[config.mk]
export PLATFORM = sky130hd
export DESIGN_NAME = mac_dot_unit
export DESIGN_NICKNAME = d
export VERILOG_FILES = /design/src/rtl/mac_dot_unit.sv
export SDC_FILE = /design/constraint.sdc
export NUM_CORES = 1
export LEC_CHECK = 0
export BUFFER_PORTS_ARGS = -buffer_cell sky130_fd_sc_hd__buf_2
export CAP_MARGIN = 20
export CORE_MARGIN = 8
export CORE_UTILIZATION = 55
export DETAILED_ROUTE_END_ITERATION = 8
export PLACE_DENSITY = 0.73
export RECOVER_POWER = 25
export SLEW_MARGIN = 10
export SYNTH_ARGS = -nofsm -noshare
export SYNTH_HDL_FRONTEND = slang
export SYNTH_SLANG_ARGS = --single-unit
[constraint.sdc]
create_clock -name CLK -period 6.59 [get_ports CLK]
set_input_delay 0.3295 -clock CLK [delete_from_list [all_inputs] [get_ports CLK]]
set_output_delay 0.3295 -clock CLK [all_outputs]
set_load 0.05 [all_outputs]
[src/rtl/mac_dot_unit.sv]
// mac_dot_unit -- streaming signed multiply-accumulate dot-product engine.
//
// Operand pairs arrive on a valid/ready input channel. Each vector of `len`
// elements (0 counts as 1) is multiplied pairwise and accumulated, adding or
// subtracting each product under the per-element `sub` flag. The finished dot
// product is presented on a valid/ready output channel and held stable until
// it is taken.
//
// Datapath: stage 1 registers the full-width signed product, and stage 2
// updates the accumulator. The first element of a vector loads the
// accumulator directly, so no clear cycle is needed between vectors.
//
// Build option: define MAC_SAT_EN to clamp the accumulator on signed
// overflow. Without it the accumulator wraps modulo 2^WIDTH_P. In both
// builds `ovf` reports that an overflow occurred in the vector.
module mac_dot_unit #(
  parameter int WIDTH_A = 16,  // signed A operand width, 2..25
  parameter int WIDTH_B = 16,  // signed B operand width, 2..18
  parameter int WIDTH_P = 32,  // accumulator / result width, >= WIDTH_A+WIDTH_B, <= 48
  parameter int LEN_W   = 8    // vector-length field width
) (
  input  logic                      CLK,
  input  logic                      RST,
  input  logic                      in_valid,
  output logic                      in_ready,
  input  logic signed [WIDTH_A-1:0] A,
  input  logic signed [WIDTH_B-1:0] B,
  input  logic                      sub,
  input  logic        [LEN_W-1:0]   len,
  output logic                      out_valid,
  input  logic                      out_ready,
  output logic signed [WIDTH_P-1:0] p_out,
  output logic                      ovf,
  output logic                      busy
);

  localparam int WIDTH_M = WIDTH_A + WIDTH_B;

  typedef enum logic [1:0] {
    S_IDLE  = 2'd0,
    S_ACC   = 2'd1,
    S_FLUSH = 2'd2,
    S_OUT   = 2'd3
  } state_t;

  // Control state and registered handshake outputs
  state_t                    r_state;
  logic [LEN_W-1:0]          r_count;
  logic                      r_in_ready;
  logic                      r_busy;
  logic                      r_out_valid;
  logic signed [WIDTH_P-1:0] r_p_out;
  logic                      r_ovf_out;

  // Stage 1: registered product and its per-element tags
  logic                      r_s1_valid;
  logic                      r_s1_first;
  logic                      r_s1_sub;
  logic signed [WIDTH_P-1:0] r_s1_prod;

  // Stage 2: accumulator and the sticky overflow flag of the running vector
  logic signed [WIDTH_P-1:0] r_acc;
  logic                      r_acc_ovf;

  // Combinational helpers
  logic                      w_accept;
  logic                      w_first_beat;
  logic                      w_len_le1;
  logic                      w_last_acc;
  logic signed [WIDTH_M-1:0] w_prod;
  logic signed [WIDTH_P-1:0] w_acc_base;
  logic        [WIDTH_P:0]   w_sum;
  logic                      w_step_ovf;
  logic signed [WIDTH_P-1:0] w_acc_next;

  // in_ready and busy come straight from registers that track the state,
  // so neither depends on in_valid or out_ready in the same cycle.
  assign in_ready  = r_in_ready;
  assign busy      = r_busy;
  assign out_valid = r_out_valid;
  assign p_out     = r_p_out;
  assign ovf       = r_ovf_out;

  assign w_accept     = in_valid && r_in_ready;
  assign w_first_beat = w_accept && (r_state == S_IDLE);
  // A length of 0 or 1 is a single-element vector.
  assign w_len_le1    = (len <= LEN_W'(1));
  assign w_last_acc   = (r_count == LEN_W'(1));

  // Both operands are widened to the full product width before multiplying.
  // The product is then exact for every operand combination.
  assign w_prod = WIDTH_M'(A) * WIDTH_M'(B);

  // Vector-level control: count accepted elements, drain, present result
  always_ff @(posedge CLK or posedge RST) begin
    // NOTE: state registers use non-blocking assignments only. Every
    // always_ff then samples the pre-edge values of the others, whatever
    // order the simulator runs them in.
    if (RST) begin
      r_state     <= S_IDLE;
      r_count     <= '0;
      r_in_ready  <= 1'b1;
      r_busy      <= 1'b0;
      r_out_valid <= 1'b0;
      r_p_out     <= '0;
      r_ovf_out   <= 1'b0;
    end else begin
      case (r_state)
        S_IDLE: begin
          if (w_accept) begin
            r_busy <= 1'b1;
            if (w_len_le1) begin
              r_state    <= S_FLUSH;
              r_count    <= '0;
              r_in_ready <= 1'b0;
            end else begin
              r_state <= S_ACC;
              r_count <= len - LEN_W'(1);
            end
          end
        end
        S_ACC: begin
          if (w_accept) begin
            if (w_last_acc) begin
              r_state    <= S_FLUSH;
              r_count    <= '0;
              r_in_ready <= 1'b0;
            end else begin
              r_count <= r_count - LEN_W'(1);
            end
          end
        end
        S_FLUSH: begin
          // Wait until the last product has passed through stage 2.
          // The accumulator then holds the final dot product.
          if (!r_s1_valid) begin
            r_state     <= S_OUT;
            r_p_out     <= r_acc;
            r_ovf_out   <= r_acc_ovf;
            r_out_valid <= 1'b1;
          end
        end
        S_OUT: begin
          if (r_out_valid && out_ready) begin
            r_state     <= S_IDLE;
            r_out_valid <= 1'b0;
            r_in_ready  <= 1'b1;
            r_busy      <= 1'b0;
          end
        end
        default: begin
          r_state     <= S_IDLE;
          r_count     <= '0;
          r_in_ready  <= 1'b1;
          r_busy      <= 1'b0;
          r_out_valid <= 1'b0;
        end
      endcase
    end
  end

  // Stage 1: capture the sign-extended product of each accepted beat
  always_ff @(posedge CLK or posedge RST) begin
    if (RST) begin
      r_s1_valid <= 1'b0;
      r_s1_first <= 1'b0;
      r_s1_sub   <= 1'b0;
      r_s1_prod  <= '0;
    end else begin
      r_s1_valid <= w_accept;
      if (w_accept) begin
        r_s1_first <= w_first_beat;
        r_s1_sub   <= sub;
        r_s1_prod  <= WIDTH_P'(w_prod);
      end
    end
  end

`ifdef MAC_SAT_EN
  localparam logic signed [WIDTH_P-1:0] ACC_MAX = {1'b0, {(WIDTH_P-1){1'b1}}};
  localparam logic signed [WIDTH_P-1:0] ACC_MIN = {1'b1, {(WIDTH_P-1){1'b0}}};
`endif

  // Stage 2 arithmetic: one guard bit exposes signed overflow of acc +/- prod
  always_comb begin
    // NOTE: every output of this block is assigned on every path before any
    // conditional override. This keeps synthesis from inferring a latch.
    w_acc_base = r_s1_first ? '0 : r_acc;
    if (r_s1_sub) begin
      w_sum = {w_acc_base[WIDTH_P-1], w_acc_base} - {r_s1_prod[WIDTH_P-1], r_s1_prod};
    end else begin
      w_sum = {w_acc_base[WIDTH_P-1], w_acc_base} + {r_s1_prod[WIDTH_P-1], r_s1_prod};
    end
    // The guard bit holds the true sign. Overflow occurred when it differs
    // from the MSB of the WIDTH_P-bit result.
    w_step_ovf = w_sum[WIDTH_P] ^ w_sum[WIDTH_P-1];
    w_acc_next = w_sum[WIDTH_P-1:0];
`ifdef MAC_SAT_EN
    if (w_step_ovf) begin
      w_acc_next = w_sum[WIDTH_P] ? ACC_MIN : ACC_MAX;
    end
`endif
  end

  // Stage 2 register: accumulate and collect sticky overflow for the vector
  always_ff @(posedge CLK or posedge RST) begin
    if (RST) begin
      r_acc     <= '0;
      r_acc_ovf <= 1'b0;
    end else if (r_s1_valid) begin
      r_acc     <= w_acc_next;
      // The first element of a vector starts a fresh overflow history.
      r_acc_ovf <= (r_s1_first ? 1'b0 : r_acc_ovf) | w_step_ovf;
    end
  end

endmodule

==> flow_metrics.env <==
export IMPL_crit_buf_inv=4
export IMPL_drc=0
export IMPL_gr_total_overflow=0
export IMPL_cts_resized_gates=0
export IMPL_p_per_area_mw_per_mm2=538.4
export IMPL_start_kind="primary input"
export IMPL_gp_congestion=0.9114
export IMPL_pin_count=81
export IMPL_synthesis_nets=2268
export IMPL_synthArstFlopShare_pct=100.0
export IMPL_finalPower_mw=9.811
export IMPL_power_leakage_nw=9.258
export IMPL_worst_pin_slew_ps=2414
export IMPL_clk_pin_slew_ps=50
export IMPL_netlist_instances=1836
export IMPL_rsz0062_at_grt="false"
export IMPL_htreeDepth=4
export IMPL_antenna_found_initial=0
export IMPL_synth_seq_cells=114
export IMPL_seq_area_frac_synth_pct=16.91
export IMPL_cp_required_ps=6890
export IMPL_start_util_pct=55.48
export IMPL_cts_buffer_depth=2
export IMPL_final_setup_tns_ps=0
export IMPL_max_cap_viol_count=2
export IMPL_root_buffer="clkbuf_16"
export IMPL_num_rows=64
export IMPL_clock_fmax_mhz=169.8
export IMPL_syn_cell_area_sq_mm=0.01688
export IMPL_path_max_fanout=16
export IMPL_via_per_inst=5.520
export IMPL_worstSkewPairLatency_ps=420
export IMPL_grt_first_pass_wirelength_mm=65.33
export IMPL_critical_path_class="in2reg"
export IMPL_hold_class="in2reg"
export IMPL_synth_cell_types=65
export IMPL_tritoncts="yes"
export IMPL_synth_xor_area_share_pct=4.929
export IMPL_holdBufCountCts=0
export IMPL_ir_worst_vdd_mv=0.5919
export IMPL_synth_edf_count=0
export IMPL_vias=12680
export IMPL_synth_fa_ha_area_share_pct=40.38
export IMPL_relSlewSlack_pct=-61.85
export IMPL_cts_buffers_inserted=17
export IMPL_crit_path_frequent_cell="fa_1"
export IMPL_synth_top_family_by_area="adder cells"
export IMPL_dr_pass1_iters=8
export IMPL_skew_ps=13.57
export IMPL_layout_common_cells="312 x inv_1, 263 x fa_1, 213 x nand2_1"
export IMPL_drive_above_1_share_pct=9.469
export IMPL_ant_nets=0
export IMPL_die_area_sq_mm=0.03656
export IMPL_synth_flop_cell="dfrtp_1"
export IMPL_fp_dieH_microns=191.2
export IMPL_grt_pass1_vias=13090
export IMPL_fp_dieW_microns=191.2
export IMPL_period_minus_slack_ps=5889
export IMPL_grt_max_degree=61
export IMPL_slowest_stage="fa_1"
export IMPL_status="finished, violations left"
export IMPL_yosys_area_share_simple_pct=15.85
export IMPL_mostFrequentLayoutCell="inv_1"
export IMPL_critPathCaptureType="register"
export IMPL_crit_family="adder cells"
export IMPL_report_final_slew_viol_count=95
export IMPL_place_hpwl_mm=31.20
export IMPL_failed_checks="capacitance limit, slew limit"
export IMPL_setup_viol=0
export IMPL_cpPeakStageDelay_ps=600
export IMPL_hold_viol=0
export IMPL_crit_chain="buf_2 > nand2_1 > fa_1 > inv_1 > fa_1 > fa_1 > fa_1 > fa_1 > inv_1 > fa_1 > inv_1 > ha_1 > nand2_1 > o21ai_0 > nor2_1 > a21oi_1 > a31oi_1 > o211a_1 > nor4b_1 > o21ai_0 > o311ai_0"
export IMPL_avgSynthCellArea_sq_um=9.195
export IMPL_synth_compound_area_share_pct=9.583
export IMPL_ys_warn_count=0
export IMPL_drt_wl_total_mm=38.72
export IMPL_diodes=0
export IMPL_syn_to_final_growth_pct=7.953
export IMPL_final_nets=2320
export IMPL_cp_arrival_ps=6190
export IMPL_synth_mux_area_share_pct=4.047
export IMPL_core_sq_mm=0.03043
export IMPL_drt_iter0_drc=852
export IMPL_wire_per_inst_microns=16.86
export IMPL_cts_sinks=114
export IMPL_postCtsSetupBuffers=0
export IMPL_fin_crit_sh_pct=89.37
export IMPL_port_buffers=80
export IMPL_grtUsageTotal_pct=21.95
kinds of logic after synthesis:
kind of cell / Yosys count
compound gates: 262
flops: 114
simple gates: 544
xor+xnor: 95
buf+inv: 373
fa+ha+maj: 387
mux: 61
sequential cells by signal, summed over array words and instances, names as in the netlist:
register and flops:
r_s1_prod 32, p_out 32, busy 1, out_valid 1, r_acc 32, r_s1_first 1, in_ready 1, ovf 1
r_acc_ovf 1, r_s1_valid 1, r_state 2, r_s1_sub 1, r_count 8
where the power goes:
part / total [mW] / internal, mW / switching, mW
Clock: 0.918 / 0.570 / 0.348
Sequential: 0.701 / 0.700 / 0
Combinational: 8.19 / 3.59 / 4.60
Total: 9.81 / 4.86 / 4.95
area by class of cell:
class / count / area [sq um]
Multi-Input combinational cell: 1349 / 12630
Fill cell: 2645 / 12210
Sequential cell: 114 / 2854
Inverter: 313 / 1176
Tap cell: 396 / 495.5
Timing Repair Buffer: 93 / 480.5
Clock buffer: 18 / 439.2
Clock inverter: 14 / 152.6
per-stage QoR:
stage | instances | worst slack, ps | area, sq um | util, % | hold slack [ps]
global route | 2297 | 459.8 | 18220 | 59.89 | 195.7
global placement | 2265 | 527.3 | 17650 | 58.01 | 458.8
floorplan | 1836 | 795.2 | 16880 | - | 452.4
finish | 2297 | 700.8 | 18220 | 59.89 | 206.5
detailed placement | 2265 | 280.8 | 17650 | 58.01 | 482.7
CTS | 2297 | 716.9 | 18240 | 59.95 | 33.67
path summary, 6_finish.rpt:
| check | start | endpoint | slack, ps | cells past startpoint |
|---|---|---|---|---|
| min in group asynchronous | RST | p_out[25] | 560 | 2 |
| worst max-delay path | A[8] | r_s1_prod[30] | 700 | 21 |
| worst min register to register | r_acc_ovf | r_acc_ovf | 500 | 2 |
| max in group asynchronous | RST | r_acc[11] | 4420 | 3 |
| worst min-delay path | sub | r_s1_sub | 210 | 2 |
| worst max register to register | r_s1_prod[6] | r_acc[31] | 1070 | 17 |
layer usage:
metal	track usage (%)	wire length, microns
met5	0	0
met4	5.565	677
met3	2.900	2227
met2	36.92	18640
met1	29.71	17180
synthesized netlist by cell type, types with 24 or more instances:
master	number	share of area [%]
ha_1	124	9.2
a21oi_1	77	2.3
mux2_2	57	3.8
nor2_1	75	1.7
nand2_1	213	4.7
inv_1	313	7.0
xor2_1	29	1.5
a21o_1	24	1.1
o21ai_0	66	2.0
and2_1	120	4.4
clkbuf_1	55	1.2
nor3_1	28	0.83
xnor2_1	66	3.4
dfrtp_1	113	17
fa_1	263	31
nor2b_1	34	1.3
No activity file was read; power rests on OpenSTA's default activity.
